$ cat src/rtl/pam4_pkg.sv
// Shared types and helpers for the PAM-4 transmit channel model: level index type,
// index-to-voltage mapping and signed saturation.
package pam4_pkg;

  typedef logic [1:0] pam4_sym_t;

  // Level index 0..3 maps to -3S/2, -S/2, +S/2, +3S/2; sep is required to be even.
  function automatic int level_of(input pam4_sym_t idx, input int sep);
    return (2 * int'(idx) - 3) * (sep / 2);
  endfunction

  // Clamp v into the signed range of a width-bit two's complement value.
  function automatic int saturate(input int v, input int width);
    int max_v;
    int min_v;
    max_v = (1 << (width - 1)) - 1;
    min_v = -(1 << (width - 1));
    if (v > max_v) return max_v;
    if (v < min_v) return min_v;
    return v;
  endfunction

endpackage

$ cat src/rtl/isi_fir.sv
// Post-cursor ISI FIR with saturation; history advances only on valid levels.
// Define ISI_SECOND_TAP_EN to add a second post-cursor tap of x[n-2] >>> (SHIFT+1).
module isi_fir
  import pam4_pkg::*;
#(
  parameter int W     = 8,
  parameter int SHIFT = 2
) (
  input  logic                clk_i,
  input  logic                rst_i,
  input  logic signed [W-1:0] x_i,
  input  logic                x_valid_i,
  output logic signed [W-1:0] y_o,
  output logic                y_valid_o
);

  logic signed [W-1:0] xm1_q, xm1_d;
  logic signed [W-1:0] y_q, y_d;
  logic                y_valid_q, y_valid_d;
  logic signed [W+1:0] x_ext, tap1, sum;
`ifdef ISI_SECOND_TAP_EN
  logic signed [W-1:0] xm2_q, xm2_d;
  logic signed [W+1:0] tap2;
`endif

  always_comb begin
    // Sign-extend before shifting so the shift-add runs at W+2 bits without overflow.
    x_ext = x_i;
    tap1  = xm1_q;
    tap1  = tap1 >>> SHIFT;
    sum   = x_ext + tap1;
`ifdef ISI_SECOND_TAP_EN
    tap2  = xm2_q;
    tap2  = tap2 >>> (SHIFT + 1);
    sum   = sum + tap2;
    xm2_d = xm2_q;
`endif
    xm1_d     = xm1_q;
    y_d       = y_q;
    y_valid_d = x_valid_i;
    if (x_valid_i) begin
      y_d   = W'(saturate(int'(sum), W));
      xm1_d = x_i;
`ifdef ISI_SECOND_TAP_EN
      xm2_d = xm1_q;
`endif
    end
  end

  always_ff @(posedge clk_i) begin
    if (rst_i) begin
      xm1_q     <= '0;
      y_q       <= '0;
      y_valid_q <= 1'b0;
`ifdef ISI_SECOND_TAP_EN
      xm2_q     <= '0;
`endif
    end else begin
      xm1_q     <= xm1_d;
      y_q       <= y_d;
      y_valid_q <= y_valid_d;
`ifdef ISI_SECOND_TAP_EN
      xm2_q     <= xm2_d;
`endif
    end
  end

  assign y_o       = y_q;
  assign y_valid_o = y_valid_q;

endmodule

$ cat src/rtl/pam4_isi_channel.sv
// PAM-4 transmit channel: pairs serial bits, Gray-codes them, maps to levels and applies ISI.
// ISI_SECOND_TAP_EN enables a second post-cursor tap inside isi_fir.
module pam4_isi_channel
  import pam4_pkg::*;
#(
  parameter int SIGNAL_RESOLUTION = 8,
  parameter int SYMBOL_SEPERATION = 56,
  parameter int ISI_SHIFT         = 2
) (
  input  logic                                clk,
  input  logic                                rstn,
  input  logic                                data_in,
  input  logic                                data_in_valid,
  output logic signed [SIGNAL_RESOLUTION-1:0] signal_out,
  output logic                                signal_out_valid
);

  localparam int W = SIGNAL_RESOLUTION;

  logic                phase_q, phase_d;
  logic                b1_q, b1_d;
  pam4_sym_t           pair_q, pair_d;
  logic                pair_valid_q, pair_valid_d;
  pam4_sym_t           sym_q, sym_d;
  logic                sym_valid_q, sym_valid_d;
  logic signed [W-1:0] level_q, level_d;
  logic                level_valid_q, level_valid_d;

  always_comb begin
    phase_d      = phase_q;
    b1_d         = b1_q;
    pair_d       = pair_q;
    pair_valid_d = 1'b0;
    if (data_in_valid) begin
      phase_d = ~phase_q;
      if (!phase_q) begin
        b1_d = data_in;
      end else begin
        pair_d       = {b1_q, data_in};
        pair_valid_d = 1'b1;
      end
    end

    sym_d       = sym_q;
    sym_valid_d = pair_valid_q;
    if (pair_valid_q) sym_d = {pair_q[1], pair_q[1] ^ pair_q[0]};

    level_d       = level_q;
    level_valid_d = sym_valid_q;
    if (sym_valid_q) level_d = W'(level_of(sym_q, SYMBOL_SEPERATION));
  end

  always_ff @(posedge clk) begin
    if (rstn) begin
      phase_q       <= 1'b0;
      b1_q          <= 1'b0;
      pair_q        <= '0;
      pair_valid_q  <= 1'b0;
      sym_q         <= '0;
      sym_valid_q   <= 1'b0;
      level_q       <= '0;
      level_valid_q <= 1'b0;
    end else begin
      phase_q       <= phase_d;
      b1_q          <= b1_d;
      pair_q        <= pair_d;
      pair_valid_q  <= pair_valid_d;
      sym_q         <= sym_d;
      sym_valid_q   <= sym_valid_d;
      level_q       <= level_d;
      level_valid_q <= level_valid_d;
    end
  end

  isi_fir #(
    .W     (W),
    .SHIFT (ISI_SHIFT)
  ) u_isi_fir (
    .clk_i     (clk),
    .rst_i     (rstn),
    .x_i       (level_q),
    .x_valid_i (level_valid_q),
    .y_o       (signal_out),
    .y_valid_o (signal_out_valid)
  );

endmodule

$ cat config.mk
export PLATFORM = sky130hd
export DESIGN_NAME = pam4_isi_channel
export DESIGN_NICKNAME = d
export VERILOG_FILES = /design/src/rtl/pam4_pkg.sv /design/src/rtl/isi_fir.sv /design/src/rtl/pam4_isi_channel.sv
export SDC_FILE = /design/constraint.sdc
export NUM_CORES = 1
export LEC_CHECK = 0
export CORE_ASPECT_RATIO = 1.2
export CORE_UTILIZATION = 45
export DETAILED_ROUTE_END_ITERATION = 7
export SETUP_SLACK_MARGIN = 0.02
export SKIP_LAST_GASP = 1
export SYNTH_ARGS = -nofsm -noshare
export SYNTH_HDL_FRONTEND = slang
export SYNTH_SLANG_ARGS = --single-unit
$ cat constraint.sdc
create_clock -name clk -period 2.81 [get_ports clk]
set_clock_uncertainty 0.15 [all_clocks]
set_input_delay 0.7025 -clock clk [delete_from_list [all_inputs] [get_ports clk]]
set_output_delay 0.7025 -clock clk [all_outputs]
set_load 0.05 [all_outputs]
Word level (Yosys, flattened, before mapping):

Index checks and enable logic that the tools add are counted.

* add/subtract/negate cells: 2
* multipliers: 1
* divide/modulo/power cells: 0
* $lt $le $gt $ge: 2
* eq/ne operators: 0
* shifts and indexed selects: 0
* muxes and demuxes: 10
* bitwise gates (word level): 3
* reduce and logical (&&, ||, !) cells: 3

Operator list (count)
* $mux W8: 3
* $add A8 B6 Y9: 1
* $gt A9 B8 Y1 const B: 1
* $lt A9 B8 Y1 const B: 1
* $mux W7: 1
* $mul A4 B4 Y6 const B: 1
* $mux W1: 6
* $reduce_and A2 Y1: 2
* $sub A3 B2 Y4 const B: 1
* $not A1 Y1: 2
* $reduce_or A2 Y1: 1
* $xor A1 B1 Y1: 1

* bits in registers: 30
* latch bits: 0
* memory bits (writable): 0
* memory bits (read-only): 0
* input port bits: 4
* output and inout bits: 9
* word-level logic and storage cells: 32
* memories kept: 0

Logic depth before layout (Yosys ltp):

Gate-level depths: netlist of the first run.

* depth in word-level cells: 8
* gate-level depth with buffers: 8
* mapped depth without buffers: 8

By module:

From an unflattened synthesis of the first run, not the netlist that was laid out.

* cell total of the unflattened synthesis: 164
* area total of the unflattened synthesis: 1621.6 um^2

Modules (own cells, without submodules)
* isi_fir: times used 1, cells each 97, area an instance 942.2 um^2, seq. area each 300.3 um^2
* pam4_isi_channel: times used 1, cells each 67, area an instance 679.4 um^2, seq. area each 300.3 um^2

Least setup slack after synthesis of the first run:

No wires, ideal clock.

* kind: reg2reg
* start point: register level_q[2]
* end point: register u_isi_fir.y_q[4] (netlist: u_isi_fir.y_o[4])
* setup time: 0.080 ns
* data arrival time: 1.982 ns
* data required time: 2.580 ns
* slack: 0.598 ns
* cell stages (with the launch flop): 9
* path buffers: 0
* clock period less this slack: 2.212 ns
* path through: dfxtp_1 -> ha_1 -> inv_1 -> fa_1 -> nand2b_1 -> a21oi_1 -> o31ai_2 -> maj3_1 -> a211oi_2

* word-level cells in the longest chain between the ends: 7
* elaborated cells on any way between the ends: 12
* those cells by class: add/sub: 1; order compare: 2; mux: 9

RTL lines
* from (decl): line pam4_isi_channel.sv:26 `logic signed [W-1:0] level_q, level_d;`
* from (signal assigned): line pam4_isi_channel.sv:70 `level_q <= level_d;`
* $add A8 B6 Y9 (*): line isi_fir.sv:31 `sum = x_ext + tap1;`
* $lt A9 B8 Y1: line pam4_pkg.sv:19 `if (v < min_v) return min_v;`
* $mux W1 (2 in a row): line pam4_pkg.sv:19
* $mux W1: line isi_fir.sv:41 `if (x_valid_i) begin`
* $mux W8: line pam4_pkg.sv:20 `return v;`
* $mux W8 (*): line pam4_pkg.sv:19
* to (signal assigned): line isi_fir.sv:60 `y_q <= y_d;`
* to (decl): line isi_fir.sv:18 `logic signed [W-1:0] y_q, y_d;`

Every way passes the cells marked *; elsewhere a longest branch is shown, timed or not. The select of a mux whose other input is x is not followed.
A chain may end at the register's enable or synchronous reset.

Final worst setup path of the first run:

* start point: register level_q[2]
* end point: register u_isi_fir.y_q[6] (netlist: u_isi_fir.y_o[6])

The elaborated chain is that of the path after synthesis.

==> results of run 1 <==
## layout make-up
type	count	area share
flip-flops and latches	30	0.329
well taps	37	0.0254
multi-input cells	109	0.489
repair buffers	14	0.0741
clock buffers	6	0.0453
clock inverters	1	0.0165
inverters	10	0.0206
## metal layers
metal  track usage  up-vias  wire length, um
li1              -      555                -
met1         0.170      489             1180
met2         0.274       10             1300
met3        0.0294        3               42
met4        0.0844        0               41
met5             0        -                0
## power by group through the flow
stage	clock [mW]	combinational (mW)	sequential, mW
finish	0.442	0.0630	0.440
global route	0.463	0.0698	0.441
CTS	0.452	0.0637	0.440
detailed placement	0	0.0635	0.450
global placement	0	0.0620	0.449
floorplan	0	0.0443	0.452
## cells by family (layout without fill, tap and decap cells)
logic type | after synthesis | in the layout | share of synthesized area
AOI/OAI and AO/OA | 22 | 22 | 0.128
muxes | 12 | 12 | 0.0774
DFF | 30 | 30 | 0.387
and+or+nand+nor | 47 | 47 | 0.159
buffers and inverters | 16 | 31 | 0.0387
adders and majority gates | 20 | 20 | 0.155
xor gates and xnor gates | 8 | 8 | 0.0548
## stage by stage
stage	utilization	hold slack (ns)
after detailed placement	0.517	0.315
after global routing	0.551	0.351
after floorplan	-	0.293
after CTS	0.551	0.324
final	0.551	0.323
after global placement	0.517	0.308
## state kept, by name, summed over array words and instances, names as in the netlist
name,cells
pair_q,2
pair_valid_q,1
level_q,6
level_valid_q,1
b1_q,1
u_isi_fir.y_o,8
level_valid_d,1
u_isi_fir.y_valid_o,1
u_isi_fir.xm1_q,6
sym_q,2
phase_q,1
## synth_stat cells
cell type and count:
a211oi_1 3, a211oi_2 7, a211oi_4 1, a21oi_1 6
buf_1 2, clkbuf_1 4, dfxtp_1 30, fa_1 1
ha_1 12, inv_1 10, maj3_1 7, mux2i_1 12
nand2_1 3, nand2b_1 5, nand3_1 2, nand3b_1 1
nor2_1 29, nor2b_1 4, nor3b_1 1, nor4_4 1
nor4b_4 1, o21a_1 1, o21ai_0 1, o21ai_1 1
o21ai_2 1, o31ai_2 1, xnor2_1 6, xor2_1 1
xor3_1 1
## worst max-delay path by stage
stage                                       start                             to  slack, ns  cells after the start
after floorplan           level_q[2]$_SDFFE_PP0P_  u_isi_fir.y_o[4]$_SDFFE_PP0P_       0.60                      8
after global placement    level_q[2]$_SDFFE_PP0P_  u_isi_fir.y_o[0]$_SDFFE_PP0P_       0.51                      8
after detailed placement  level_q[2]$_SDFFE_PP0P_  u_isi_fir.y_o[5]$_SDFFE_PP0P_       0.43                      8
after CTS                 level_q[2]$_SDFFE_PP0P_  u_isi_fir.y_o[5]$_SDFFE_PP0P_       0.41                      8
after global routing      level_q[2]$_SDFFE_PP0P_  u_isi_fir.y_o[5]$_SDFFE_PP0P_       0.27                      8
final                     level_q[2]$_SDFFE_PP0P_  u_isi_fir.y_o[6]$_SDFFE_PP0P_       0.43                      8
## cell usage in the layout (no fill, tap or decap), drive strengths merged
cell / n
a211oi: 11
a21oi: 6
buf: 2
bufinv: 1
clkbuf: 6
clkdlybuf4s50: 12
dfxtp: 30
fa: 1
ha: 12
inv: 10
maj3: 7
mux2i: 12
nand2: 3
nand2b: 5
nand3: 2
nand3b: 1
nor2: 29
nor2b: 4
nor3b: 1
nor4: 1
nor4b: 1
o21a: 1
o21ai: 3
o31ai: 1
xnor2: 6
xor2: 1
xor3: 1
## worst max-delay path, cell delays in order (launching register included)
cell and delay, ns:
dfxtp_1 0.36, ha_1 0.23, inv_1 0.07, fa_1 0.39, nand2b_1 0.17, a21oi_1 0.16
o31ai_2 0.16, maj3_1 0.40, a211oi_2 0.22
==> metrics.md, run 1 <==
| Metric | Value |
|---|---|
| Outcome | finished, final reports clean |
| Clk sinks | 30 |
| Setup_tns | 0 ns |
| Max clock buf depth | 2 |
| Reg2reg setup slack | ~0.43 ns |
| Initial DRC Count | 25 |
| Count of final hold-check violations | 0 |
| H-tree Lvls | 2 |
| Final Critical Period | roughly 2.4 ns |
| Reg power frac | 0.466 |
| Setup ws final | approximately 0.43 ns |
| Drt wl/cell | 12.4 um |
| Area contributors post-synth | dfxtp_1 (39%), ha_1 (9.7%), mux2i_1 (7.7%) |
| Synth area leader | dfxtp_1 |
| CP arrival | roughly 2.4 ns |
| Sequential area share after synthesis | 0.387 |
| Overflow after GRT | 0 |
| Post-Syn Instances | 155 |
| Max Slew Vio Count | 0 |
| CTS tree | built |
| Hold path depth | 2 |
| Comb power frac | 0.067 |
| Critical Path Source Type | flip-flop |
| DRT antenna net count | 0 |
| CP Class | reg2reg |
| Cts bufs inserted | 5 |
| Clock group share of total power | 0.467 |
| Via count | 1,057 |
| Multi-input logic area | between 800 and 900 um2 |
| First-pass GRT wire length | 4410 um |
| Syn Nets | between 150 and 200 |
| Area Overhead vs Synth | 17.5% |
| Routed WL | ~2600 um |
| All-Layer GR Usage | 0.153 |
| FF/Latch Area | roughly 600 um2 |
| Drt pass-1 iters | 4 |
| Core area | approximately 0.0033 mm2 |
| Fin crit share | 0.847 |
| Synthesized area per cell | approximately 10 um2 |
| Max Clock Freq | ~0.42 GHz |
| Peak supply drop | a little under 400 uV |
| Starting density of the core | 0.469 |
| Synthesized cell area | around 0.0016 mm2 |
| Crit. End Element | flip-flop |
| Top-area cell type share of the netlist area | 0.387 |
| CTS resizes | 0 |
| Pwr dens | 518 mW/mm2 |
| Standard-cell rows | 23 |
| Vias in the first global route | roughly 1,000 |
| R2r startpoint | level_q[2]$_SDFFE_PP0P_ |
| # Max-Cap Violations | 0 |
| Worst min path class | reg2reg |
| FF-to-FF End | u_isi_fir.y_o[6]$_SDFFE_PP0P_ |
| R2r worst-path depth | 8 |
| Placement Cell Area | between 0.0015 and 0.002 mm2 |
| CP max FO | 8 |
| Share of layout cells above drive strength 1 | 0.124 |
| Switch Pwr | around 0.20 mW |
| Die area | around 0.0037 mm2 |
| Final design area excluding fillers | between 0.0015 and 0.002 mm2 |
| Setup Buffers After CTS | 0 |
| Worst-Margin Slew | roughly 0.67 ns |
| Sw Ratio | 0.212 |
| Drt drc | 0 |
| Max_slew headroom | 0.554 |
| Initial antenna violation count | 0 |
| Register bit total from synthesis | 30 |
| # fillers | 300 |
| Pin count of the biggest net entering global routing | 31 |
| Syn. warnings | 0 |
| Num ports | 13 |
| Pre-CTS WS | ~0.43 ns |
| Hold Path End | pair_q[0]$_SDFFE_PP0P_ |
| PortBufs | 12 |
| Die X | roughly 56 um |
| Hold Startpoint | pair_q[0]$_SDFFE_PP0P_ |
| Diode count | 0 |
| Final net count | between 150 and 200 |
| CTS Root Cell | clkbuf_8 |
| Final non-filler cell total | around 210 |
| P_int | ~0.75 mW |
| Leakage | 0.627 nW |
| Die Ht | 66.3 um |
| Total power draw | 0.945 mW |
| Vias per cell | between 5 and 6 |
| Synth cell types | 29 |
| RSZ-0062 raised after global routing | false |
| Placed Instances | 200 |
| Cts hold-fix bufs | 0 |
| Endpoints failing setup | 0 |
| Clk Latency, worst-skew pair | 0.28 ns |
| Clk slew on worst S/H paths | ~0.06 ns |
| Placer Congestion | 0.784 |
| CP Data Required Time | between 2 and 3 ns |
| DP HPWL | 1930 um |
Power figures use the tool's default switching activity.
==> run 2: changes to the inputs <==
==> constraint.sdc (replaced) <==
create_clock -name clk -period 2.2 [get_ports clk]
set_clock_uncertainty 0.15 [all_clocks]
set_input_delay 0.55 -clock clk [delete_from_list [all_inputs] [get_ports clk]]
set_output_delay 0.55 -clock clk [all_outputs]
set_load 0.05 [all_outputs]
==> metrics.md, run 2 (same netlist as run 1, synthesis figures left out) <==
| Metric | Value |
|---|---|
| Outcome | finished, final reports clean |
| Setup_tns | 0 ns |
| DP HPWL | roughly 1900 um |
| CP arrival | between 1 and 1.5 ns |
| Initial DRC Count | 21 |
| Worst path top cell family by delay | buffers and inverters |
| H-tree Lvls | 2 |
| Final Critical Period | between 2 and 2.5 ns |
| CTS tree | built |
| Crit-path max cell delay | ~0.8 ns |
| All-Layer GR Usage | 0.167 |
| Crit. End Element | output port |
| Critical path depth in cells | 1 |
| Routed WL | approximately 2700 um |
| CP Data Required Time | roughly 1.5 ns |
| PortBufs | 12 |
| Initial antenna violation count | 0 |
| Drt wl/cell | 12.1 um |
| Share of layout cells above drive strength 1 | 0.310 |
| Peak supply drop | 420 uV |
| Clk slew on worst S/H paths | 0.06 ns |
| # fillers | 290 |
| Max Slew Vio Count | 0 |
| Overflow after GRT | 0 |
| CP max FO | 2 |
| R2r worst-path depth | 9 |
| Count of final hold-check violations | 0 |
| Via count | 1,119 |
| Core area | between 0.003 and 0.004 mm2 |
| Area Overhead vs Synth | 28.7% |
| Drt pass-1 iters | 4 |
| Highest-count cells in the layout ignoring fill and taps | nor2_1 (28), dfxtp_1 (26), buf_4 (14), mux2i_1 (12), clkdlybuf4s50_1 (12) |
| Drt drc | 0 |
| Max_slew headroom | 0.667 |
| Cts bufs inserted | 5 |
| Standard-cell rows | 23 |
| Leakage | 0.691 nW |
| CP Class | reg2out |
| Hold path depth | 2 |
| Worst Path Buf+Inv | 1 |
| Pin count of the biggest net entering global routing | 31 |
| Vias in the first global route | ~1,000 |
| Clk sinks | 30 |
| CTS Root Cell | clkbuf_8 |
| Worst min path class | reg2reg |
| Critical Path Source Type | flip-flop |
| CP max-delay cell | clkdlybuf4s50_1 |
| Clk Latency, worst-skew pair | 0.28 ns |
| Critical-path cell list | clkdlybuf4s50_1 |
| # Max-Cap Violations | 0 |
| Die Ht | about 66 um |
| Num ports | 13 |
| Starting density of the core | 0.469 |
| First-pass GRT wire length | ~4700 um |
| Die area | ~0.0037 mm2 |
| DRT antenna net count | 0 |
| Total power draw | around 1.1 mW |
| RSZ-0062 raised after global routing | true |
| Vias per cell | a little over 5 |
| Final net count | 200 |
| Diode count | 0 |
| Max Clock Freq | ~0.47 GHz |
| Pre-CTS WS | -0.0536 ns |
| Flip-flop count of the largest register after layout | 8 |
| Worst-Margin Slew | between 0.4 and 0.5 ns |
| Minimum hold slack | 0.317 ns |
| Placer Congestion | roughly 0.76 |
| Commonest non-fill, non-tap cell in the layout | nor2_1 |
| Max clock buf depth | 2 |
| Endpoints failing setup | 0 |
| Final Core Density | 0.603 |
| Fin crit share | 0.963 |
| Setup ws final | 0.0813 ns |
| Pwr dens | ~560 mW/mm2 |
| Die X | 55.6 um |
==> run 2: cell types whose count changed in the layout (fill, tap and decap cells not counted), sizes merged <==
cell      before  now
clkinvlp       0    1
clkinv         0    1
bufinv         1    0
buf            2   15
==> run 2: power by group <==
part / switching [mW] / internal (mW)
clock: 0.215 / 0.251
combinational: 0.0460 / 0.0442
sequential: 0.00863 / 0.552
total: 0.269 / 0.847
==> run 2: final cells by class <==
class | count | area, um2 | area share
Clock inverter | 2 | 12.5 | 0.00627
Sequential cell | 30 | 608 | 0.305
Inverter | 10 | 37.5 | 0.0188
Multi-Input combinational cell | 109 | 973 | 0.487
Tap cell | 37 | 46.3 | 0.0232
Clock buffer | 6 | 82.6 | 0.0414
Timing Repair Buffer | 27 | 236 | 0.118
==> run 2: final timing paths <==
check                                              startpoint                            end  slack, ns
worst max-delay path            u_isi_fir.y_o[1]$_SDFFE_PP0P_                  signal_out[1]       0.08
worst min register to register              b1_q$_SDFFE_PP0P_         pair_q[1]$_SDFFE_PP0P_       0.32
worst min-delay path                        b1_q$_SDFFE_PP0P_         pair_q[1]$_SDFFE_PP0P_       0.32
worst max register to register        level_q[2]$_SDFFE_PP0P_  u_isi_fir.y_o[6]$_SDFFE_PP0P_       0.10
==> run 2: timing repair <==
action / in CTS / in global routing
setup buffers: 1 / 2
resized for setup: 9 / 13
endpoints found under the setup margin: 7 / 7
hold buffers: 0 / 0
pin swaps: 3 / 21
==> run 2: layer usage <==
metal / track usage / wire length, um
met5: 0 / 0
met4: 0.0938 / 62
met3: 0.0411 / 69
met2: 0.288 / 1420
met1: 0.188 / 1120
==> run 2: per-stage QoR <==
stage                     std cells  cell area (um2)
after global placement          211             1830
after CTS                       219             1950
after floorplan                 155             1580
final                           221             2000
after global routing            221             2000
after detailed placement        211             1830
